--- config.mk ---
export PLATFORM = sky130hd
export DESIGN_NAME = net_tdm_ingress
export DESIGN_NICKNAME = d
export VERILOG_FILES = /design/src/rtl/net_tdm_ingress_pkg.sv /design/src/rtl/net_tdm_ingress_queue.sv /design/src/rtl/net_tdm_ingress.sv
export SDC_FILE = /design/constraint.sdc
export NUM_CORES = 1
export LEC_CHECK = 0
export CORE_MARGIN = 2
export CORE_UTILIZATION = 55
export CTS_BUF_LIST = sky130_fd_sc_hd__clkbuf_2 sky130_fd_sc_hd__clkbuf_4 sky130_fd_sc_hd__clkbuf_8
export CTS_CLUSTER_DIAMETER = 150
export CTS_CLUSTER_SIZE = 25
export DETAILED_ROUTE_END_ITERATION = 10
export PLACE_DENSITY = 0.91
export SKIP_CTS_REPAIR_TIMING = 1
export SYNTH_ARGS = -nofsm -noshare
export SYNTH_HDL_FRONTEND = slang
export SYNTH_SLANG_ARGS = --single-unit
--- constraint.sdc ---
create_clock -name clk -period 10.62 [get_ports clk]
set_input_delay 1.062 -clock clk [delete_from_list [all_inputs] [get_ports clk]]
set_output_delay 1.062 -clock clk [all_outputs]
set_load 0.01 [all_outputs]
--- src/rtl/net_tdm_ingress_pkg.sv ---
// Shared definitions for the TDM ingress stage: domain encoding, message widths
// and a width helper used to size queue pointers and the slot counter.
package net_tdm_ingress_pkg;

  localparam int VC_NET_MSG_NBITS  = 44;
  localparam int VC_NET_MSG_DNBITS = 32;

  typedef enum logic {
    DOMAIN_D1 = 1'b0,
    DOMAIN_D2 = 1'b1
  } domain_e;

  function automatic int clog2(input int value);
    int r;
    int v;
    r = 0;
    v = value - 1;
    while (v > 0) begin
      r = r + 1;
      v = v >> 1;
    end
    return r;
  endfunction

endpackage

--- src/rtl/net_tdm_ingress_queue.sv ---
// Per-domain FIFO: wrap-bit pointers, no bypass, no refill through a full queue.
// enq_rdy rises on the first edge after reset and depends only on registered state.
module net_tdm_ingress_queue
  import net_tdm_ingress_pkg::*;
#(
  parameter int p_width       = 76,
  parameter int p_num_entries = 2
) (
  input  logic               clk,
  input  logic               reset,
  input  logic               enq_val,
  output logic               enq_rdy,
  input  logic [p_width-1:0] enq_msg,
  output logic               deq_val,
  input  logic               deq_rdy,
  output logic [p_width-1:0] deq_msg
);

  localparam int AW = clog2(p_num_entries);

  logic [AW:0]        wr_ptr;
  logic [AW:0]        rd_ptr;
  logic               open_q;
  logic               full;
  logic               empty;
  logic               enq_fire;
  logic               deq_fire;
  logic [p_width-1:0] mem [p_num_entries];

  assign full     = (wr_ptr[AW-1:0] == rd_ptr[AW-1:0]) && (wr_ptr[AW] != rd_ptr[AW]);
  assign empty    = (wr_ptr == rd_ptr);
  assign enq_rdy  = open_q && !full;
  assign deq_val  = !empty;
  assign deq_msg  = mem[rd_ptr[AW-1:0]];
  assign enq_fire = enq_val && enq_rdy;
  assign deq_fire = deq_val && deq_rdy;

  always_ff @(posedge clk or negedge reset) begin
    if (!reset) begin
      wr_ptr <= '0;
      rd_ptr <= '0;
      open_q <= 1'b0;
    end else begin
      open_q <= 1'b1;
      if (enq_fire) wr_ptr <= wr_ptr + (AW+1)'(1);
      if (deq_fire) rd_ptr <= rd_ptr + (AW+1)'(1);
    end
  end

  // Storage needs no reset: contents are only observed behind valid pointers.
  always_ff @(posedge clk) begin
    if (enq_fire) mem[wr_ptr[AW-1:0]] <= enq_msg;
  end

endmodule

--- src/rtl/net_tdm_ingress.sv ---
// Two-domain ingress stage: fixed time-division slots select which queue may
// drive the ring terminal port, so neither domain's timing depends on the other.
module net_tdm_ingress
  import net_tdm_ingress_pkg::*;
#(
  parameter int p_msg_cnbits  = VC_NET_MSG_NBITS,
  parameter int p_msg_dnbits  = VC_NET_MSG_DNBITS,
  parameter int p_num_entries = 2,
  parameter int p_slot_cycles = 4
) (
  input  logic                    clk,
  input  logic                    reset,
  input  logic                    in0_val,
  output logic                    in0_rdy,
  input  logic [p_msg_cnbits-1:0] in0_msg_control,
  input  logic [p_msg_dnbits-1:0] in0_msg_data,
  input  logic                    in1_val,
  output logic                    in1_rdy,
  input  logic [p_msg_cnbits-1:0] in1_msg_control,
  input  logic [p_msg_dnbits-1:0] in1_msg_data,
  output logic                    out_val,
  input  logic                    out_rdy,
  output logic [p_msg_cnbits-1:0] out_msg_control,
  output logic [p_msg_dnbits-1:0] out_msg_data,
  output logic                    out_domain
);

  localparam int MW = p_msg_cnbits + p_msg_dnbits;
  localparam int SW = (p_slot_cycles > 1) ? clog2(p_slot_cycles) : 1;

  logic [SW-1:0] slot_cnt;
  domain_e       active;
  logic          q0_deq_val;
  logic          q1_deq_val;
  logic [MW-1:0] q0_msg;
  logic [MW-1:0] q1_msg;
  logic [MW-1:0] head;

  net_tdm_ingress_queue #(
    .p_width       (MW),
    .p_num_entries (p_num_entries)
  ) u_q0 (
    .clk     (clk),
    .reset   (reset),
    .enq_val (in0_val),
    .enq_rdy (in0_rdy),
    .enq_msg ({in0_msg_control, in0_msg_data}),
    .deq_val (q0_deq_val),
    .deq_rdy (out_rdy && (active == DOMAIN_D1)),
    .deq_msg (q0_msg)
  );

  net_tdm_ingress_queue #(
    .p_width       (MW),
    .p_num_entries (p_num_entries)
  ) u_q1 (
    .clk     (clk),
    .reset   (reset),
    .enq_val (in1_val),
    .enq_rdy (in1_rdy),
    .enq_msg ({in1_msg_control, in1_msg_data}),
    .deq_val (q1_deq_val),
    .deq_rdy (out_rdy && (active == DOMAIN_D2)),
    .deq_msg (q1_msg)
  );

  // Slot timing is a pure function of cycles since reset; queue state never feeds it.
  always_ff @(posedge clk or negedge reset) begin
    if (!reset) begin
      slot_cnt <= '0;
      active   <= DOMAIN_D1;
    end else if (slot_cnt == SW'(p_slot_cycles - 1)) begin
      slot_cnt <= '0;
      active   <= (active == DOMAIN_D1) ? DOMAIN_D2 : DOMAIN_D1;
    end else begin
      slot_cnt <= slot_cnt + SW'(1);
    end
  end

  always_comb begin
    out_val = q0_deq_val;
    head    = q0_msg;
    if (active == DOMAIN_D2) begin
      out_val = q1_deq_val;
      head    = q1_msg;
    end
  end

  assign out_msg_control = head[MW-1:p_msg_dnbits];
  assign out_msg_data    = head[p_msg_dnbits-1:0];
  assign out_domain      = active;

endmodule

==> results.toml <==
[run_status]
run_status = "completed"

[synthesis]
ys_warn_count = 0
synth-simple-area-share_pct = 4.929
synth_area_leader_cell = "edfxtp_1"
syn-mean-instance-area_sq_um = 16.97
synth-compound-area-share_pct = 8.554
synthAdderAreaFrac_pct = 0.1027
synthCells = 718
syn_nets = 876
netlist-cell-type-count = 32
synth_top_family_by_area = "compound AO/OA/AOI/OAI gates"
ys_top_cells_by_area = "edfxtp_1, mux2i_1, a211oi_1, nor2b_1, a21oi_1"
synthMuxAreaShare_pct = 6.511
netlist_area_sq_um = 12180
netlist.area_leader.share_pct = 74.92
ys_seq_area_share_pct = 77.39
synth_xor_area_share_pct = 0.5648
synth_seq_cells = 316

[sta]
slew_violations = 0
slew-limit-headroom_pct = 26.56
rsz0062_at_grt = "false"
hold_viol_final = 0
setup_viol = 0
fin_crit_ns = 4.488
tightest_slew_ns = 1.102
fin_skew_ns = 0.01848
setup_tns_ns = 0
fmax_mhz = 222.8
fin_crit_sh_pct = 42.26

[die]
die_y_microns = 152.8
initial_utilization_pct = 56.00
design.core.area_sq_um = 21760
pin_count = 237
die_x_microns = 152.8
row_count = 54
die_area_sq_um = 23360

[place]
hpwl_mm = 16.25
dp_cells = 1196
io_buffer_count = 236
routabilityCongestion = 0.7738
place_area_sq_um = 14780

[layout]
synthToLayoutAreaGrowth_pct = 23.92
nNetsFinal = 1092
drive_gt1_share_pct = 4.979
finalNonFillerCells = 1225
fin_area_sq_um = 15100
nFillCells = 1416

[setup_path]
endpoint_kind = "output port"
start_kind = "flip-flop"
crit_slowest_cell = "dfrtp_4"
cpPeakStageDelay_ns = 0.95
crit_buf_inv = 2
path_cells = "buf_4, xnor2_1, nor3b_1, a31oi_1, clkdlybuf4s50_1"
critical-path-top-delay-family = "buffers and inverters"
path_max_fanout = 83
cp.arrival_ns = 3.43
required_ns = 9.56
crit_type = "reg -> out"

[drt]
drt_iter0_markers = 383
wl_mm = 25.41
ant_nets = 0
viasPerCell = 5.622
wl_per_cell_microns = 20.74
first_pass_iters = 4
via_count = 6887
drcViolationCount = 0

[global_route]
grt_use_met3_pct = 2.212
grt_max_degree = 88
track_usage_pct = 21.02
groute.layer.met1.usage_pct = 25.49
grt_pass1_vias = 7127
met2_usage_pct = 38.78
grt.overflow.total = 0
grt_pass1_wl_mm = 38.33
top_usage_layer = "met2"
antenna_found_initial = 1

[clock_network]
path_clk_slew_ns = 0.14
cts_root_buf = "clkbuf_8"
clk-insertion-delay-late_ns = 0.55
cts.sinks = 316
cts_buffer_depth = 3
htreeDepth = 1
cts_tree = "built"
cts_buffers = 16

[pwr]
powerDensity_nw_per_um2 = 220.4
peakVddDrop_v = 0.0001523
leakage_nw = 5.006

[hold_path]
hold_class = "reg -> reg"

[run]
cap_viol_max_count = 0
-- registers in the layout, summed over array words and instances, names as in the netlist --
| name | flops |
|---|---|
| u_q0.rd_ptr | 2 |
| u_q0.mem | 152 |
| u_q1.mem | 152 |
| u_q0.wr_ptr | 2 |
| u_q1.open_q | 1 |
| u_q1.wr_ptr | 2 |
| u_q1.rd_ptr | 2 |
| out_domain | 1 |
| slot_cnt | 2 |
-- kinds of logic after synthesis --
family | after synthesis
muxes | 79
AOI/OAI and AO/OA | 167
buffers and inverters | 48
xor gates and xnor gates | 7
other | 1
and+or+nand+nor | 99
adders and majority gates | 1
DFF | 316
-- worst reg2reg max path, cell delays in order, from the launching register on --
cell	delay, ns
dfrtp_4	0.89
buf_4	0.80
xnor2_1	0.30
a21oi_1	0.34
nor2b_4	0.71
buf_4	0.76
-- area by class of cell --
type	instances	area [sq um]	share of cell area, %
Antenna cell	1	2.502	0.01657
Clock inverter	1	11.26	0.07458
Tap cell	280	350.3	2.320
Clock buffer	27	309.0	2.047
Sequential cell	316	9440	62.53
Timing Repair Buffer	244	2422	16.04
Multi-Input combinational cell	354	2555	16.92
Inverter	2	7.507	0.04972
-- final timing paths --
check	from	to	slack [ns]	cells after the start
worst min register to register	slot_cnt[0]	slot_cnt[0]	0.44	1
worst max register to register	u_q1.rd_ptr[0]	u_q1.mem[0][33]	6.42	5
worst max-delay path	u_q0.rd_ptr[0]	out_val	6.13	5
min in group asynchronous	reset	u_q1.wr_ptr[1]	0.86	1
worst min-delay path	slot_cnt[0]	slot_cnt[0]	0.44	1
max in group asynchronous	reset	out_domain	9.35	1
-- routing by layer --
| layer | up-vias | part of all wire (%) |
|---|---|---|
| met5 | - | 0 |
| met4 | 0 | 3.5 |
| met3 | 52 | 3.8 |
| met2 | 202 | 54 |
| met1 | 3417 | 39 |
| li1 | 3216 | - |
-- cells in the final DEF (no fill, tap or decap), types with 9 or more instances in the layout --
| cell | Yosys | final |
|---|---|---|
| clkdlybuf4s50_1 | 0 | 236 |
| clkbuf_4 | 0 | 10 |
| a211oi_1 | 77 | 76 |
| a21oi_1 | 80 | 79 |
| dfrtp_1 | 12 | 9 |
| and2b_1 | 11 | 11 |
| nor2b_1 | 66 | 65 |
| clkbuf_8 | 0 | 17 |
| edfxtp_1 | 304 | 304 |
| mux2i_1 | 77 | 77 |
-- report_power, final --
part / switching [mW] / total, mW / internal [mW]
sequential: 0.136 / 1.72 / 1.58
clock: 0.349 / 0.539 / 0.189
combinational: 0.538 / 1.07 / 0.535
-- Yosys cell counts, drive strengths merged --
cell    instances
nor2b          66
mux2            2
nand2           8
nand3           4
and2b          11
a221o           1
a21oi          80
o31ai           1
ha              1
a211oi         77
edfxtp        304
clkbuf         19
and2            1
o21ai           5
inv             2
conb            1
mux2i          77
nand3b          1
nor2            4
nor3b           1
dfrtp          12
a31oi           1
nand4           1
nor3            1
xor2            4
buf            27
a21boi          2
or3             1
xnor2           3
-- per-stage QoR --
step	total power, mW	hold slack, ns	util, %	setup WS, ns
3_3_place_gp	2.773	0.4133	67.91	6.606
6_report	3.328	0.4389	69.40	6.132
4_1_cts	3.354	0.4418	69.39	6.053
2_1_floorplan	2.338	0.4031	-	3.235
3_5_place_dp	2.825	0.4187	67.91	6.435
5_1_grt	3.483	0.4604	69.40	5.834
(Power assumes the default switching activity.)
